File: src/rtl/kira_mem_pkg.sv
// Shared memory-side types: store buffer entry layout and byte-lane helpers.
package kira_mem_pkg;

    localparam int WORD_OFF_W = 2;
    localparam int SB_WADDR_W = 30;

    typedef logic [3:0] byte_en_t;

    typedef struct packed {
        logic [SB_WADDR_W-1:0] word_addr;
        logic [31:0]           data;
        byte_en_t              mask;
    } sb_entry_t;

    function automatic logic [31:0] merge_bytes(
        input logic [31:0] old_d,
        input logic [31:0] new_d,
        input byte_en_t    m
    );
        logic [31:0] r;
        r = old_d;
        for (int i = 0; i < 4; i++) begin
            if (m[i]) r[8*i +: 8] = new_d[8*i +: 8];
        end
        return r;
    endfunction

endpackage

File: src/rtl/sb_match.sv
// One store buffer entry checked against the load in MEM.
module sb_match
    import kira_mem_pkg::*;
(
    input  logic                  valid,
    input  sb_entry_t             entry,
    input  logic [SB_WADDR_W-1:0] ld_word,
    input  byte_en_t              ld_mask,
    output logic                  hit
);

    assign hit = valid
              && (entry.word_addr == ld_word)
              && |(entry.mask & ld_mask);

endmodule

File: src/rtl/store_buffer.sv
// In-order store buffer between the MEM-stage aligner and the data memory
// write port, with tail write-merging and load hazard detection.
module store_buffer
    import kira_mem_pkg::*;
#(
    parameter int DEPTH    = 4,
    parameter int ADDR_W   = 32,
    parameter bit MERGE_EN = 1
) (
    input  logic                     clk,
    input  logic                     rst_n,
    input  logic                     st_valid,
    output logic                     st_ready,
    input  logic [ADDR_W-1:0]        st_addr,
    input  logic [31:0]              st_data,
    input  logic [3:0]               st_mask,
    output logic                     mem_req,
    input  logic                     mem_gnt,
    output logic [ADDR_W-1:0]        mem_addr,
    output logic [31:0]              mem_wdata,
    output logic [3:0]               mem_we,
    input  logic [ADDR_W-1:0]        ld_addr,
    input  logic [3:0]               ld_mask,
    output logic                     ld_hazard,
    output logic                     empty,
    output logic [$clog2(DEPTH):0]   count
);

    localparam int PW = $clog2(DEPTH);
    localparam int CW = PW + 1;
    localparam int WA = ADDR_W - WORD_OFF_W;

    sb_entry_t             ent [DEPTH];
    logic [DEPTH-1:0]      vld;
    logic [DEPTH-1:0]      hit;
    logic [PW-1:0]         head;
    logic [PW-1:0]         tail;
    logic [PW-1:0]         tailm1;
    logic [CW-1:0]         cnt;
    logic [SB_WADDR_W-1:0] st_word;
    logic [SB_WADDR_W-1:0] ld_word;
    logic                  accept;
    logic                  merge;
    logic                  push;
    logic                  pop;
    logic                  unused_off;

    // Entries hold word addresses only; the byte offset bits are dropped.
    always_comb begin
        st_word = '0;
        ld_word = '0;
        st_word[WA-1:0] = st_addr[ADDR_W-1:WORD_OFF_W];
        ld_word[WA-1:0] = ld_addr[ADDR_W-1:WORD_OFF_W];
    end

    assign unused_off = ^{st_addr[WORD_OFF_W-1:0], ld_addr[WORD_OFF_W-1:0]};

    assign tailm1   = tail - 1'b1;
    assign st_ready = rst_n && (cnt < CW'(DEPTH));
    assign mem_req  = rst_n && (cnt != '0);
    assign empty    = !rst_n || (cnt == '0);
    assign count    = cnt;
    assign accept   = st_valid && st_ready && (st_mask != 4'b0000);
    assign pop      = mem_req && mem_gnt;

    // Head is excluded from merging since it may be mid-handshake.
    assign merge = MERGE_EN
                && accept
                && (cnt >= CW'(2))
                && (ent[tailm1].word_addr == st_word);
    assign push  = accept && !merge;

    assign mem_addr  = {ent[head].word_addr[WA-1:0], {WORD_OFF_W{1'b0}}};
    assign mem_wdata = ent[head].data;
    assign mem_we    = ent[head].mask;

    always_ff @(posedge clk) begin
        if (!rst_n) begin
            head <= '0;
            tail <= '0;
            cnt  <= '0;
            vld  <= '0;
        end else begin
            if (push) begin
                vld[tail] <= 1'b1;
                tail      <= tail + 1'b1;
            end
            if (pop) begin
                vld[head] <= 1'b0;
                head      <= head + 1'b1;
            end
            if (push && !pop) begin
                cnt <= cnt + 1'b1;
            end else if (!push && pop) begin
                cnt <= cnt - 1'b1;
            end
        end
    end

    always_ff @(posedge clk) begin
        if (push) begin
            ent[tail] <= '{word_addr: st_word, data: st_data, mask: st_mask};
        end
        if (merge) begin
            ent[tailm1].data <= merge_bytes(ent[tailm1].data, st_data, st_mask);
            ent[tailm1].mask <= ent[tailm1].mask | st_mask;
        end
    end

    for (genvar i = 0; i < DEPTH; i++) begin : g_match
        sb_match u_match (
            .valid   (vld[i]),
            .entry   (ent[i]),
            .ld_word (ld_word),
            .ld_mask (ld_mask),
            .hit     (hit[i])
        );
    end

    assign ld_hazard = rst_n && |hit;

endmodule

File: config.mk
export PLATFORM = sky130hd
export DESIGN_NAME = store_buffer
export DESIGN_NICKNAME = d
export VERILOG_FILES = /design/src/rtl/kira_mem_pkg.sv /design/src/rtl/sb_match.sv /design/src/rtl/store_buffer.sv
export SDC_FILE = /design/constraint.sdc
export NUM_CORES = 1
export LEC_CHECK = 0
export BUFFER_PORTS_ARGS = -buffer_cell sky130_fd_sc_hd__buf_2
export CORE_MARGIN = 2
export CORE_UTILIZATION = 30
export DETAILED_ROUTE_END_ITERATION = 10
export GPL_TIMING_DRIVEN = 0
export PLACE_DENSITY_LB_ADDON = 0.08
export REMOVE_ABC_BUFFERS = 1
export SLEW_MARGIN = 5
export SYNTH_ARGS = -nofsm -noshare
export SYNTH_HDL_FRONTEND = slang
export SYNTH_SLANG_ARGS = --single-unit
File: constraint.sdc
create_clock -name clk -period 18.9 [get_ports clk]
set_clock_uncertainty 0.15 [all_clocks]
set_input_delay 1.89 -clock clk [delete_from_list [all_inputs] [get_ports clk]]
set_output_delay 1.89 -clock clk [all_outputs]
set_load 0.02 [all_outputs]
======== Word level (Yosys, flattened, before mapping) ========
Memory sizes are Yosys's and may differ from the RTL's. A register that Yosys moved wholly into a read port is not among the register bits.
Index checks and enable logic that the tools add are counted.
cells by class
  add/sub/neg operators ................... 5
  magnitude comparators ................... 6
  equality and inequality tests ........... 5
  muxes and demuxes ....................... 26
  bitwise logic cells ..................... 8
  reductions and logical operators ........ 36
operators by type and width
  operator                                                                             number
  30-bit equality test                                                                 5
  66-bit 2-to-1 mux                                                                    1
  66-bit OR reduction                                                                  1
  8-bit 2-to-1 mux                                                                     8
  1-bit logical AND                                                                    21
  4-bit AND                                                                            5
  4-bit OR reduction                                                                   5
  4-bit 2-to-1 mux                                                                     3
  2-bit 2-to-1 mux                                                                     4
  4-bit bitwise OR                                                                     2
  2-bit by 3-bit less-than comparator with 1-bit output, second input constant         2
  1-bit 2-to-1 mux                                                                     6
  3-bit 2-to-1 mux                                                                     2
  2-bit by 1-bit adder with 2-bit output, second input constant                        2
  1-bit demux with 2-bit select                                                        2
  2-bit by 1-bit greater-or-equal comparator with 1-bit output, second input constant  2
  1-bit zero test                                                                      4
  4-bit NOT                                                                            1
  4-bit nonzero test                                                                   1
  3-bit by 1-bit adder with 3-bit output, second input constant                        1
  3-bit by 2-bit greater-or-equal comparator with 1-bit output, second input constant  1
  3-bit zero test                                                                      1
  3-bit less-than comparator, second input constant                                    1
  3-bit nonzero test                                                                   1
  other kinds (4)                                                                      4
storage, ports and cells
  bits in registers ....................... 11
  RAM bits ................................ 264
  input port bits ......................... 108
  output and inout port bits .............. 75
  logic and storage cells ................. 91
  memories ................................ 1
memory list
  memory  depth  width  read ports  clocked after Yosys merged registers in  write ports  line                text
  ent     4      66     6           1                                        1            store_buffer.sv:33  sb_entry_t ent [DEPTH];

======== Longest topological paths before layout ========
  depth in word-level cells ............... 12
  gate-level depth with buffers ........... 23
  gate-level depth less buffers ........... 16

======== By module ========
Synthesis repeated with hierarchy kept, for this count alone.
second synthesis, totals
  cell total of the unflattened synthesis .. 851
  area total of the unflattened synthesis .. 14406.3 µm²
modules (own cells, without submodules)
  module        times used  cells an instance  area each (µm²)  seq. area each (µm²)
  store_buffer  1           679                12995.0          8187.9
  sb_match      4           43                 352.8            0.0

======== Worst setup path before layout ========
OpenSTA, ideal clock, no wires.
  path type ............................... input-to-reg
  start point ............................. in rst_n
  end point ............................... mem ent[0][0] (netlist bit), enable pin
  setup time .............................. 0.441 ns
  arrival ................................. 5.709 ns
  required time ........................... 18.309 ns
  setup slack ............................. 12.600 ns
  stages .................................. 9
  path buffers ............................ 2
  cells stage by stage .................... nor2b_1 and3_1 clkbuf_1 o2111ai_1 nor4_2 nand3_2 buf_6 or3_1 a21oi_1
between the ends
  word-level cells in the longest chain between the ends .. 10
  elaborated cells on any way between the ends .. 14
  classes of those cells .................. 6 x mux; 8 x reduce/logical
RTL lines
  what                                                                         line                text
  start, declared                                                              store_buffer.sv:11  input logic rst_n,
  1-bit logical AND (*)                                                        store_buffer.sv:59  assign st_ready = rst_n && (cnt < CW'(DEPTH));
  1-bit logical AND (*) (2 in series)                                          store_buffer.sv:63  assign accept = st_valid && st_ready && (st_mask != 4'b0000);
  parallel branches: the longest is 7 deep, another holds 66-bit OR reduction  --
  end, declared                                                                store_buffer.sv:33
Mark *: on every way between the ends.

======== Worst setup path after layout ========
  start point ............................. reg tail[0]
  end point ............................... mem ent[1][14] (netlist bit), enable pin
between the ends
  word-level cells in the longest chain between the ends .. 9
  elaborated cells on any way between the ends .. 13
  classes of those cells .................. 1 x add/sub; 1 x eq/ne; 6 x mux; 4 x reduce/logical; 1 x memory
RTL lines
  what                                                                       line                text
  start, declared                                                            store_buffer.sv:37  logic [PW-1:0] tail;
  start signal, assigned                                                     store_buffer.sv:86  tail <= tail + 1'b1;
  2-bit by 1-bit subtractor with 2-bit output (*)                            store_buffer.sv:58  assign tailm1 = tail - 1'b1;
  net tailm1[0]                                                              store_buffer.sv:38  logic [PW-1:0] tailm1;
  parallel branches: the longest is 8 deep, another holds memory 4 x 66 bit  --
Mark *: on every way through the listed nets, which the timed path passes.

==> flow_metrics.py <==
metrics = {
    "logic_synthesis": {
        "synth_cell_types": 52,
        "synth-simple-area-share": 0.0586,
        "synthMuxAreaShare": 0.230,
        "synth_seq_area_share": 0.564,
        "ys_warn_count": 0,
        "ys.flop_type": "edfxtp_1",
        "synth-seq-cells": 277,
        "synth_adder_area_share": 0.00913,
        "synthesis.area_um2": 14500,
        "synth_edf_count": 264,
        "synth-compound-area-share": 0.0246,
        "synth_top_family_by_area": "multiplexers",
        "syn_inst": 873,
        "avgSynthCellArea_um2": 16.6,
        "async_flop_share": 0,
        "synthXorXnorAreaFrac": 0.0917,
    },
    "sta": {
        "setup_viol": 0,
        "fin_crit_ns": 6.48,
        "finalMaxSlewViolations": 0,
        "fmax_ghz": 0.154,
        "slew-limit-headroom": 0.332,
        "fin_crit_sh": 0.343,
        "worst_pin_slew_ns": 0.994,
        "rsz0062_at_grt": "no",
        "hold_violations": 0,
        "tns_ns": 0,
    },
    "cells_and_area": {
        "fill_cells": 4542,
        "multi_input_area_um2": 6110,
        "synthToLayoutAreaGrowth_pct": 20.9,
        "regArea_um2": 8200,
        "fin_nets": 1182,
        "layout-drive-gt1-share": 0.387,
    },
    "min_path": {
        "hold_end": "vld[0]",
        "hold_start": "vld[0]",
        "min_path_type": "reg2reg",
        "holdPathStages": 2,
    },
    "global_route": {
        "grt_use_total": 0.183,
        "antenna_found_initial": 8,
        "gr-total-overflow": 0,
        "grt_max_degree": 40,
        "grt_pass1_vias": 9354,
        "grt_pass1_wl_um": 65900,
    },
    "die": {
        "fp.dieW_um": 224,
        "dieHeight_um": 224,
        "core_area_um2": 47700,
        "start_util": 0.304,
        "io_pins": 183,
        "rows": 80,
        "die_area_um2": 50200,
    },
    "job": {
        "max_cap_violations": 0,
    },
    "routing": {
        "wire_per_inst_um": 26.6,
        "via_per_inst": 5.04,
        "routed_wirelength_um": 45400,
        "drcViolationCount": 0,
        "drt_iter0_drc": 397,
        "firstDrtPassIters": 4,
        "ant_nets": 0,
        "vias": 8601,
    },
    "clock_network": {
        "cts.path.max_buffers": 3,
        "cts_resized": 0,
        "cts.clk_slew.worst_paths_ns": 0.06,
        "cts-root-buf": "clkbuf_16",
        "post_cts_buffers": 0,
        "clk_latency_ns": 0.55,
        "cts_tree": "built",
        "htreeDepth": 2,
        "cts_buffers": 35,
        "cts.sinks": 277,
        "holdBufCountCts": 0,
    },
    "worst_setup_path": {
        "worstSetupEndpointType": "flop",
        "critPathSlowestCell": "nor4_2",
        "critPathRequiredTime_ns": 18.99,
        "r2r_slack_ns": 12.42,
        "cp_max_fo": 37,
        "crit_type": "reg2reg",
        "reg2reg_from": "tail[0]",
        "cp.arrival_ns": 6.57,
        "r2r_end": "ent[1][14]",
        "startpoint_type": "flop",
        "crit_chain": "buf_16, inv_1, ha_4, mux4_2, xnor2_1, nand4_1, nor4_2, nand3_4, or3_1, a21oi_4, buf_12",
        "reg2reg_depth": 11,
        "max_stage_delay_ns": 0.83,
    },
    "power_and_ir_drop": {
        "total_power_w": 0.00190,
        "p_leak_nw": 5.75,
        "irDropWorstVdd_uv": 60.4,
        "p_per_area_nw_per_um2": 108,
    },
    "place": {
        "place.port_buffers": 176,
        "place_hpwl_um": 32800,
        "place_congestion": 0.777,
    },
    "status": {
        "status": "completed",
    },
}
## power by group
part | total [W] | leakage (nW) | switching (W) | internal (W)
registers | 0.000763 | 2.50 | 0.0000472 | 0.000716
clock network | 0.000611 | 0.501 | 0.000260 | 0.000351
logic | 0.000525 | 2.75 | 0.000288 | 0.000237
## synthesized netlist by cell type, types with 4 or more instances
cell type	instances	area share
mux4_2	116	0.18
mux2_2	32	0.025
dfxtp_1	13	0.018
xnor2_1	100	0.060
nand2_1	18	0.0047
inv_1	11	0.0028
mux2i_1	30	0.021
nor4_2	5	0.0043
nor4_1	16	0.0069
o21ai_0	5	0.0017
nor2_8	4	0.0055
or3_1	5	0.0022
nor3_1	5	0.0017
and2_1	33	0.014
nor2_1	11	0.0028
nand4_1	28	0.012
buf_1	8	0.0021
a21oi_1	14	0.0048
clkbuf_1	36	0.0093
nand3_1	5	0.0017
edfxtp_1	264	0.55
a31oi_1	5	0.0022
ha_1	9	0.0078
a22oi_1	8	0.0041
xor2_1	52	0.031
## flip-flops by register name, indices dropped and copies added, names as in the netlist, named ones only
name   flops
vld        4
head       2
count      3
tail       2
ent      264
## worst max-delay path by stage
stage                  from         end  slack, ns  cells past startpoint
floorplan           tail[0]   ent[1][0]       8.49                      9
finish              tail[0]  ent[1][14]      12.42                     11
CTS                 tail[0]  ent[1][25]      12.32                     13
detailed placement  tail[0]  ent[1][19]      12.35                     13
global route        tail[0]  ent[1][14]      12.09                     13
global placement    tail[0]  ent[0][25]       0.17                     10
## per-stage QoR
| stage | instance area (µm²) | hold slack (ns) | std cells | worst slack (ns) | util |
|---|---|---|---|---|---|
| 2_1_floorplan | 14200 | 0.301 | 820 | 8.49 | - |
| 3_3_place_gp | 15900 | 0.350 | 1611 | 0.168 | 0.333 |
| 3_5_place_dp | 16500 | 0.338 | 1642 | 12.35 | 0.346 |
| 4_1_cts | 17500 | 0.355 | 1705 | 12.32 | 0.368 |
| 5_1_grt | 17500 | 0.381 | 1705 | 12.09 | 0.368 |
| 6_report | 17600 | 0.349 | 1707 | 12.42 | 0.368 |
## layout by cell type (no fill, tap or decap), types with 3 or more instances in the layout
| cell | instances |
|---|---|
| edfxtp_1 | 264 |
| buf_2 | 176 |
| mux4_2 | 116 |
| xnor2_1 | 100 |
| xor2_1 | 52 |
| clkbuf_16 | 36 |
| and2_1 | 33 |
| mux2_2 | 32 |
| mux2i_1 | 30 |
| nand4_1 | 28 |
| nand2_1 | 18 |
| nor4_1 | 16 |
| clkbuf_1 | 13 |
| buf_6 | 13 |
| inv_1 | 11 |
| nor2_1 | 11 |
| a21oi_1 | 10 |
| dfxtp_1 | 10 |
| buf_16 | 10 |
| a22oi_1 | 8 |
| ha_1 | 8 |
| clkinv_1 | 7 |
| o21ai_0 | 5 |
| nor4_2 | 5 |
| a31oi_1 | 5 |
| nand3_1 | 5 |
| or3_1 | 5 |
| clkinv_2 | 5 |
| nor2_8 | 4 |
| nor3_2 | 4 |
| a21oi_4 | 4 |
| buf_4 | 4 |
| o22ai_1 | 3 |
| a41o_1 | 3 |
| dfxtp_4 | 3 |
| buf_12 | 3 |
## critical path, delay by kind of cell (launching register included)
family,cells,cell delay [ns]
adders and majority gates,1,0.73
xor gates and xnor gates,1,0.42
DFF,1,0.71
muxes,1,0.41
buffers and inverters,3,0.85
AOI/OAI and AO/OA,1,0.69
and+or+nand+nor,4,2.14
## metal layers
layer	global-route usage	routed length (µm)
met1	0.233	18900
met2	0.305	22200
met3	0.0513	3280
met4	0.0508	963
met5	0	63
## cells by family (layout without fill, tap and decap cells)
| logic type | after synthesis | after routing |
|---|---|---|
| AND/OR/NAND/NOR | 135 | 135 |
| flip-flops | 277 | 277 |
| adder cells (fa/ha/maj) | 10 | 10 |
| AO/OA/AOI/OAI | 52 | 52 |
| other | 1 | 4 |
| multiplexers | 181 | 181 |
| XOR/XNOR | 152 | 152 |
| buffers and inverters | 65 | 281 |
## area by class of cell
type                       instances  share of cell area
antenna                            2            0.000285
clock buffer                      49              0.0541
clock inverter                    14             0.00435
inverter                          11             0.00235
multi-input combinational        532               0.348
sequential                       277               0.467
tap                              615              0.0438
timing repair buffer             207              0.0802
(Power assumes the default switching activity.)
